===== config.mk =====
export PLATFORM = sky130hd
export DESIGN_NAME = beta_decode_issue_flat
export DESIGN_NICKNAME = d
export VERILOG_FILES = /design/src/rtl/beta_decode_issue_if.sv /design/src/rtl/beta_decode_issue.sv /design/src/flat_wrapper.sv
export SDC_FILE = /design/constraint.sdc
export NUM_CORES = 2
export LEC_CHECK = 0
export BUFFER_PORTS_ARGS = -buffer_cell sky130_fd_sc_hd__buf_2
export CORE_AREA = 2 2 442 400
export CTS_CLUSTER_SIZE = 28
export DETAILED_ROUTE_END_ITERATION = 7
export DIE_AREA = 0 0 444 402
export GPL_ROUTABILITY_DRIVEN = 1
export SLEW_MARGIN = 30
export SYNTH_ARGS = -nofsm -noshare
export SYNTH_HDL_FRONTEND = slang
export SYNTH_SLANG_ARGS = --single-unit

===== constraint.sdc =====
create_clock -name clk -period 3.7 [get_ports clk]
set_clock_uncertainty 0.05 [all_clocks]
set_input_delay 0.37 -clock clk [delete_from_list [all_inputs] [get_ports clk]]
set_output_delay 0.37 -clock clk [all_outputs]
set_load 0.05 [all_outputs]

===== src/rtl/beta_decode_issue_if.sv =====
// Handshake bundle between the decode/issue stage, its instruction source,
// the ALU side and the writeback port.
//
// Handshake rule (both directions): a transfer happens on the rising clock
// edge where valid and ready are both 1. A producer holding valid=1 keeps its
// payload stable until that edge. Ready may depend combinationally on valid.
interface beta_decode_issue_if #(
  parameter int DWIDTH = 32
);
  logic              in_valid;
  logic [31:0]       in_instr;
  logic              in_ready;
  logic              out_valid;
  logic              out_ready;
  logic [5:0]        out_opcode;
  logic [DWIDTH-1:0] out_ra;
  logic [DWIDTH-1:0] out_rb;
  logic [4:0]        out_rc_addr;
  logic              wb_en;
  logic [4:0]        wb_addr;
  logic [DWIDTH-1:0] wb_data;
  logic              illegal_op;

  // Environment side: instruction source, ALU consumer and writeback driver
  modport master (
    output in_valid, in_instr, out_ready, wb_en, wb_addr, wb_data,
    input  in_ready, out_valid, out_opcode, out_ra, out_rb, out_rc_addr,
           illegal_op
  );

  // Decode/issue stage side
  modport slave (
    input  in_valid, in_instr, out_ready, wb_en, wb_addr, wb_data,
    output in_ready, out_valid, out_opcode, out_ra, out_rb, out_rc_addr,
           illegal_op
  );
endinterface


===== src/rtl/beta_decode_issue.sv =====
// Beta operand-fetch/issue stage: decodes the instruction, reads Ra/Rb from
// the local register file (with same-cycle writeback bypass), substitutes the
// sign-extended literal for constant-format ops, and stalls on RAW/WAW
// hazards tracked by a one-writer-per-register pending scoreboard.
module beta_decode_issue #(
  parameter int DWIDTH = 32,
  parameter int NREGS  = 32
) (
  input logic            clk,
  input logic            rst_n,
  beta_decode_issue_if.slave bus
);
  localparam logic [4:0] ZREG = 5'(NREGS - 1);

  logic [DWIDTH-1:0] rf [NREGS];
  logic [NREGS-1:0]  pending;

  logic [5:0]  opcode;
  logic [4:0]  rc, ra, rb;
  logic [15:0] lit;
  logic        alu_class, opc_fmt;
  logic [DWIDTH-1:0] ra_val, rb_val;
  logic        hazard, accept;

  assign opcode    = bus.in_instr[31:26];
  assign rc        = bus.in_instr[25:21];
  assign ra        = bus.in_instr[20:16];
  assign rb        = bus.in_instr[15:11];
  assign lit       = bus.in_instr[15:0];
  assign alu_class = opcode[5];
  assign opc_fmt   = opcode[4];

  // True when the writeback port is updating register idx this cycle
  function automatic logic wb_hit(input logic [4:0] idx);
    return bus.wb_en && (bus.wb_addr == idx) && (idx != ZREG);
  endfunction

  // Pending bit as seen after a same-cycle writeback has retired it
  function automatic logic eff_pend(input logic [4:0] idx);
    return pending[idx] & ~wb_hit(idx);
  endfunction

  // Ra operand: R31 is zero, otherwise bypass writeback data over stored value
  always_comb begin
    ra_val = rf[ra];
    if (wb_hit(ra)) ra_val = bus.wb_data;
    if (ra == ZREG) ra_val = '0;
  end

  // Rb operand: sign-extended literal for OPC, else register read with bypass
  always_comb begin
    rb_val = rf[rb];
    if (wb_hit(rb)) rb_val = bus.wb_data;
    if (rb == ZREG) rb_val = '0;
    if (opc_fmt)    rb_val = {{(DWIDTH-16){lit[15]}}, lit};
  end

  // Hazard check and input handshake; illegal ops never stall on the scoreboard
  always_comb begin
    hazard = eff_pend(ra) | (~opc_fmt & eff_pend(rb)) | eff_pend(rc);
    bus.in_ready = (~bus.out_valid | bus.out_ready)
                   & ~(bus.in_valid & alu_class & hazard);
    accept = bus.in_valid & bus.in_ready;
  end

  // Register file: writeback port only, R31 never written
  always_ff @(posedge clk or negedge rst_n) begin
    if (!rst_n) begin
      for (int i = 0; i < NREGS; i++) rf[i] <= '0;
    end else if (bus.wb_en && bus.wb_addr != ZREG) begin
      rf[bus.wb_addr] <= bus.wb_data;
    end
  end

  // Scoreboard: writeback clears, issue sets; the later assignment makes set win
  always_ff @(posedge clk or negedge rst_n) begin
    if (!rst_n) begin
      pending <= '0;
    end else begin
      if (bus.wb_en && bus.wb_addr != ZREG) pending[bus.wb_addr] <= 1'b0;
      if (accept && alu_class && rc != ZREG) pending[rc] <= 1'b1;
    end
  end

  // Output register stage: load on ALU-class accept, drop valid once consumed
  always_ff @(posedge clk or negedge rst_n) begin
    if (!rst_n) begin
      bus.out_valid   <= 1'b0;
      bus.out_opcode  <= '0;
      bus.out_ra      <= '0;
      bus.out_rb      <= '0;
      bus.out_rc_addr <= '0;
    end else if (accept && alu_class) begin
      bus.out_valid   <= 1'b1;
      bus.out_opcode  <= opcode;
      bus.out_ra      <= ra_val;
      bus.out_rb      <= rb_val;
      bus.out_rc_addr <= rc;
    end else if (bus.out_ready) begin
      bus.out_valid   <= 1'b0;
    end
  end

  // One-cycle pulse when a non-ALU instruction is consumed and dropped
  always_ff @(posedge clk or negedge rst_n) begin
    if (!rst_n) bus.illegal_op <= 1'b0;
    else        bus.illegal_op <= accept & ~alu_class;
  end
endmodule


===== src/flat_wrapper.sv =====
// flat-port wrapper written by rule: the top's interface ports become plain ports
module beta_decode_issue_flat 
#(
  parameter int DWIDTH = 32,
  parameter int NREGS  = 32
)
  (clk, rst_n, bus_in_valid, bus_in_instr, bus_out_ready, bus_wb_en, bus_wb_addr, bus_wb_data, bus_in_ready, bus_out_valid, bus_out_opcode, bus_out_ra, bus_out_rb, bus_out_rc_addr, bus_illegal_op);
  beta_decode_issue_if #(.DWIDTH(DWIDTH)) bus_i ();
  input logic clk;
  input logic rst_n;
  input wire logic [$bits(bus_i.in_valid)-1:0] bus_in_valid;
  input wire logic [$bits(bus_i.in_instr)-1:0] bus_in_instr;
  input wire logic [$bits(bus_i.out_ready)-1:0] bus_out_ready;
  input wire logic [$bits(bus_i.wb_en)-1:0] bus_wb_en;
  input wire logic [$bits(bus_i.wb_addr)-1:0] bus_wb_addr;
  input wire logic [$bits(bus_i.wb_data)-1:0] bus_wb_data;
  output wire logic [$bits(bus_i.in_ready)-1:0] bus_in_ready;
  output wire logic [$bits(bus_i.out_valid)-1:0] bus_out_valid;
  output wire logic [$bits(bus_i.out_opcode)-1:0] bus_out_opcode;
  output wire logic [$bits(bus_i.out_ra)-1:0] bus_out_ra;
  output wire logic [$bits(bus_i.out_rb)-1:0] bus_out_rb;
  output wire logic [$bits(bus_i.out_rc_addr)-1:0] bus_out_rc_addr;
  output wire logic [$bits(bus_i.illegal_op)-1:0] bus_illegal_op;
  assign bus_i.in_valid = bus_in_valid;
  assign bus_i.in_instr = bus_in_instr;
  assign bus_i.out_ready = bus_out_ready;
  assign bus_i.wb_en = bus_wb_en;
  assign bus_i.wb_addr = bus_wb_addr;
  assign bus_i.wb_data = bus_wb_data;
  assign bus_in_ready = bus_i.in_ready;
  assign bus_out_valid = bus_i.out_valid;
  assign bus_out_opcode = bus_i.out_opcode;
  assign bus_out_ra = bus_i.out_ra;
  assign bus_out_rb = bus_i.out_rb;
  assign bus_out_rc_addr = bus_i.out_rc_addr;
  assign bus_illegal_op = bus_i.illegal_op;
  beta_decode_issue #(.DWIDTH(DWIDTH), .NREGS(NREGS)) u_core (.clk(clk), .rst_n(rst_n), .bus(bus_i));
endmodule

==> results.ini <==
[global_route]
antenna_found_initial=20
overflow=0
grt_first_pass_wirelength_um=296000
globalRouteTotalUtil_pct=22.5
grt_pass1_vias=41200
grt_max_degree=138

[logic_synthesis]
synth_top_area_share_pct=46.8
ys_types=47
async_flop_share_pct=100
ys_warn_count=0
post-synth-top-area-cell=dfrtp_1
syn_area_um2=60600
synth_edf_count=0
synth.most_common_cell=mux2_2
avgSynthCellArea_um2=13.8
synth-seq-cells=1133
synth_common_cells=mux2_2, dfrtp_1, mux4_2, clkbuf_1, mux2i_1
synthTopCellsByArea=dfrtp_1, mux2_2, mux4_2, mux2i_1, clkbuf_1
yosys_most_used_dff=dfrtp_1
seq_area_frac_synth_pct=46.8
syn_inst=4377
mappedNetlistNets=4451

[layout]
fillers=16100
multi_input_area_um2=30400
stdcell_area_um2=69400
regArea_um2=28400
layout-drive-gt1-share_pct=49.3
nets=4464
synthToLayoutAreaGrowth_pct=14.5

[worst_setup_path]
crit_family=compound AO/OA/AOI/OAI gates
max_stage_delay_ns=0.47
cp_max_fo=4
path_depth=8
path_buf_inv=1
cpMostUsedCell=a21oi_1
cp-end-kind=output port
arrival_ns=3.13
required_ns=3.28
cp_cell_sequence=mux4_2, mux2_2, a221oi_2, a21oi_1, a32oi_1, a21oi_1, nor2_1, clkbuf_4
r2r_cells=8
cp_slowest_cell=mux4_2
start_kind=register
worst-setup-path-type=register to output port

[routing]
wl_met2_um=94500
drt-met1-wl_um=85500
drt_iter0_drc=4021
met3_wirelength_um=15300
via_count=40800
ant_nets=0
first_pass_iters=5
viasPerCell=6.01
drc=0
highest_layer=met5
drt-total-wl_um=202000
wl_per_cell_um=29.8

[die]
start_util_pct=34.7
io_pins=152
fp.dieW_um=444
die_area_um2=178000
die_h_um=402
core.rowCount=146
core_um2=174000

[cts]
numCtsBuffers=132
clock_path_buffers=3
clock_latency_ns=0.78
cts_setup_buffers=0
path_clk_slew_ns=0.06
root_buffer=clkbuf_16
htree_levels=4
cts_tree=done
cts_num_sinks=1133

[sta]
tns_ns=0
timing.fmax_mhz=281
hold_viol=0
rsz0062_at_grt=no
whs_ns=0.133
period_share_pct=96.1
slew_violations=0
setup-violations-final=0
fin_crit_ns=3.55
max_slew_margin_pct=40.8
tightest_slew_ns=0.888

[run_status]
outcome=finished clean

[min_path]
hp-class=primary input to async pin

[pwr]
irDropWorstVdd_mv=0.305
p_leak_nw=30.0
cellPowerDensity_nw_per_um2=564
power_mw=39.2

[placed_design]
hpwlAfterDp_um=119000
gp_congestion=0.861
portBuffers=151
postPlaceCellArea_um2=64600

[flow_run]
cap_viol_max_count=0

## per-stage QoR
stage	utilization, %	setup slack [ns]	instances
2_1_floorplan	-	0.742	4377
3_3_place_gp	37.0	0.0274	6527
3_5_place_dp	37.0	0.0918	6527
4_1_cts	39.8	0.0860	6784
5_1_grt	39.8	0.00919	6792
6_report	39.8	0.145	6793
## worst register-to-register path: stages (launching register included)
cell	delay, ns
dfrtp_1	0.45
mux4_2	0.47
mux2_2	0.28
a221oi_2	0.21
a21oi_1	0.06
a32oi_1	0.33
nand3_4	0.33
buf_12	0.32
mux2_2	0.39
## cell usage in the layout, fill, tap and decap left out, types with 11 or more instances in the layout
master         synthesis  routed
nand2_2                0      16
nand3_1               39      39
nor2_1               139     122
a21oi_1               18      18
xnor2_1               11      11
o211a_1               14      14
a221oi_1              62      62
a22oi_1               63      63
buf_12                 0      50
and3_1                47      47
o21ai_0              175     175
mux2_2              1178    1178
dfrtp_1             1133    1133
inv_1                 25      24
buf_4                  3     142
o31ai_1               41      41
mux2i_1              207     207
nor2_4                 0      17
clkbuf_1             314      20
dlygate4sd3_1          0      23
o22ai_1               72      72
clkbuf_8               0      38
clkinv_2               0      15
buf_2                 80     142
nand2_1              151     134
a211oi_1              15      15
mux4_2               430     430
clkbuf_16              0     137
## repair_timing
action                                  4_1_cts  5_1_grt
hold endpoints to repair                    136        0
hold buffers                                 23        0
resized for setup                             0        1
endpoints found under the setup margin        0        1
## path summary, 6_finish.rpt
| path | from | end | slack (ns) |
|---|---|---|---|
| max reg2reg | u_core.pending[21] | u_core.bus.out_ra[30] | 0.67 |
| min in group clk | bus_wb_data[14] | u_core.rf[942] | 0.20 |
| min reg2reg | u_core.rf[9] | u_core.rf[9] | 0.34 |
| max | u_core.pending[21] | bus_in_ready | 0.15 |
| max in group asynchronous | rst_n | u_core.rf[930] | 2.19 |
| min | rst_n | u_core.rf[123] | 0.13 |
## where the power goes
| part | switching [mW] | internal (mW) |
|---|---|---|
| clock network | 5.49 | 8.24 |
| registers | 1.80 | 14.9 |
| logic | 4.26 | 4.52 |
## kinds of logic (layout without fill, tap and decap cells)
logic type,Yosys count,after routing,synth area share [%]
AOI/OAI and AO/OA,479,479,5.21
xor gates and xnor gates,14,14,0.202
buffers and inverters,510,623,3.37
DFF,1133,1133,46.8
muxes,1815,1815,41.3
other,0,9,0
and+or+nand+nor,426,426,3.17
## layout make-up
type	instances	share of cell area [%]
Antenna cell	9	0.0324
Clock buffer	195	5.80
Clock inverter	39	0.764
Inverter	26	0.141
Multi-Input combinational cell	2734	43.8
Sequential cell	1133	40.8
Tap cell	2294	4.13
Timing Repair Buffer	363	4.45
## routing by layer
metal,vias to the layer above,global-route usage [%]
li1,16700,-
met1,22000,30.9
met2,1664,35.3
met3,380,4.61
met4,12,8.19
met5,-,0
## sequential cells by signal, indices dropped and copies added (netlist names)
signal and count:
u_core.bus.out_rc_addr 5, u_core.rf 1024, u_core.bus.out_opcode 6, u_core.bus.out_rb 32, u_core.bus.out_valid 1, u_core.pending 32
u_core.bus.out_ra 32, u_core.bus.illegal_op 1
Power figures use the tool's default switching activity.
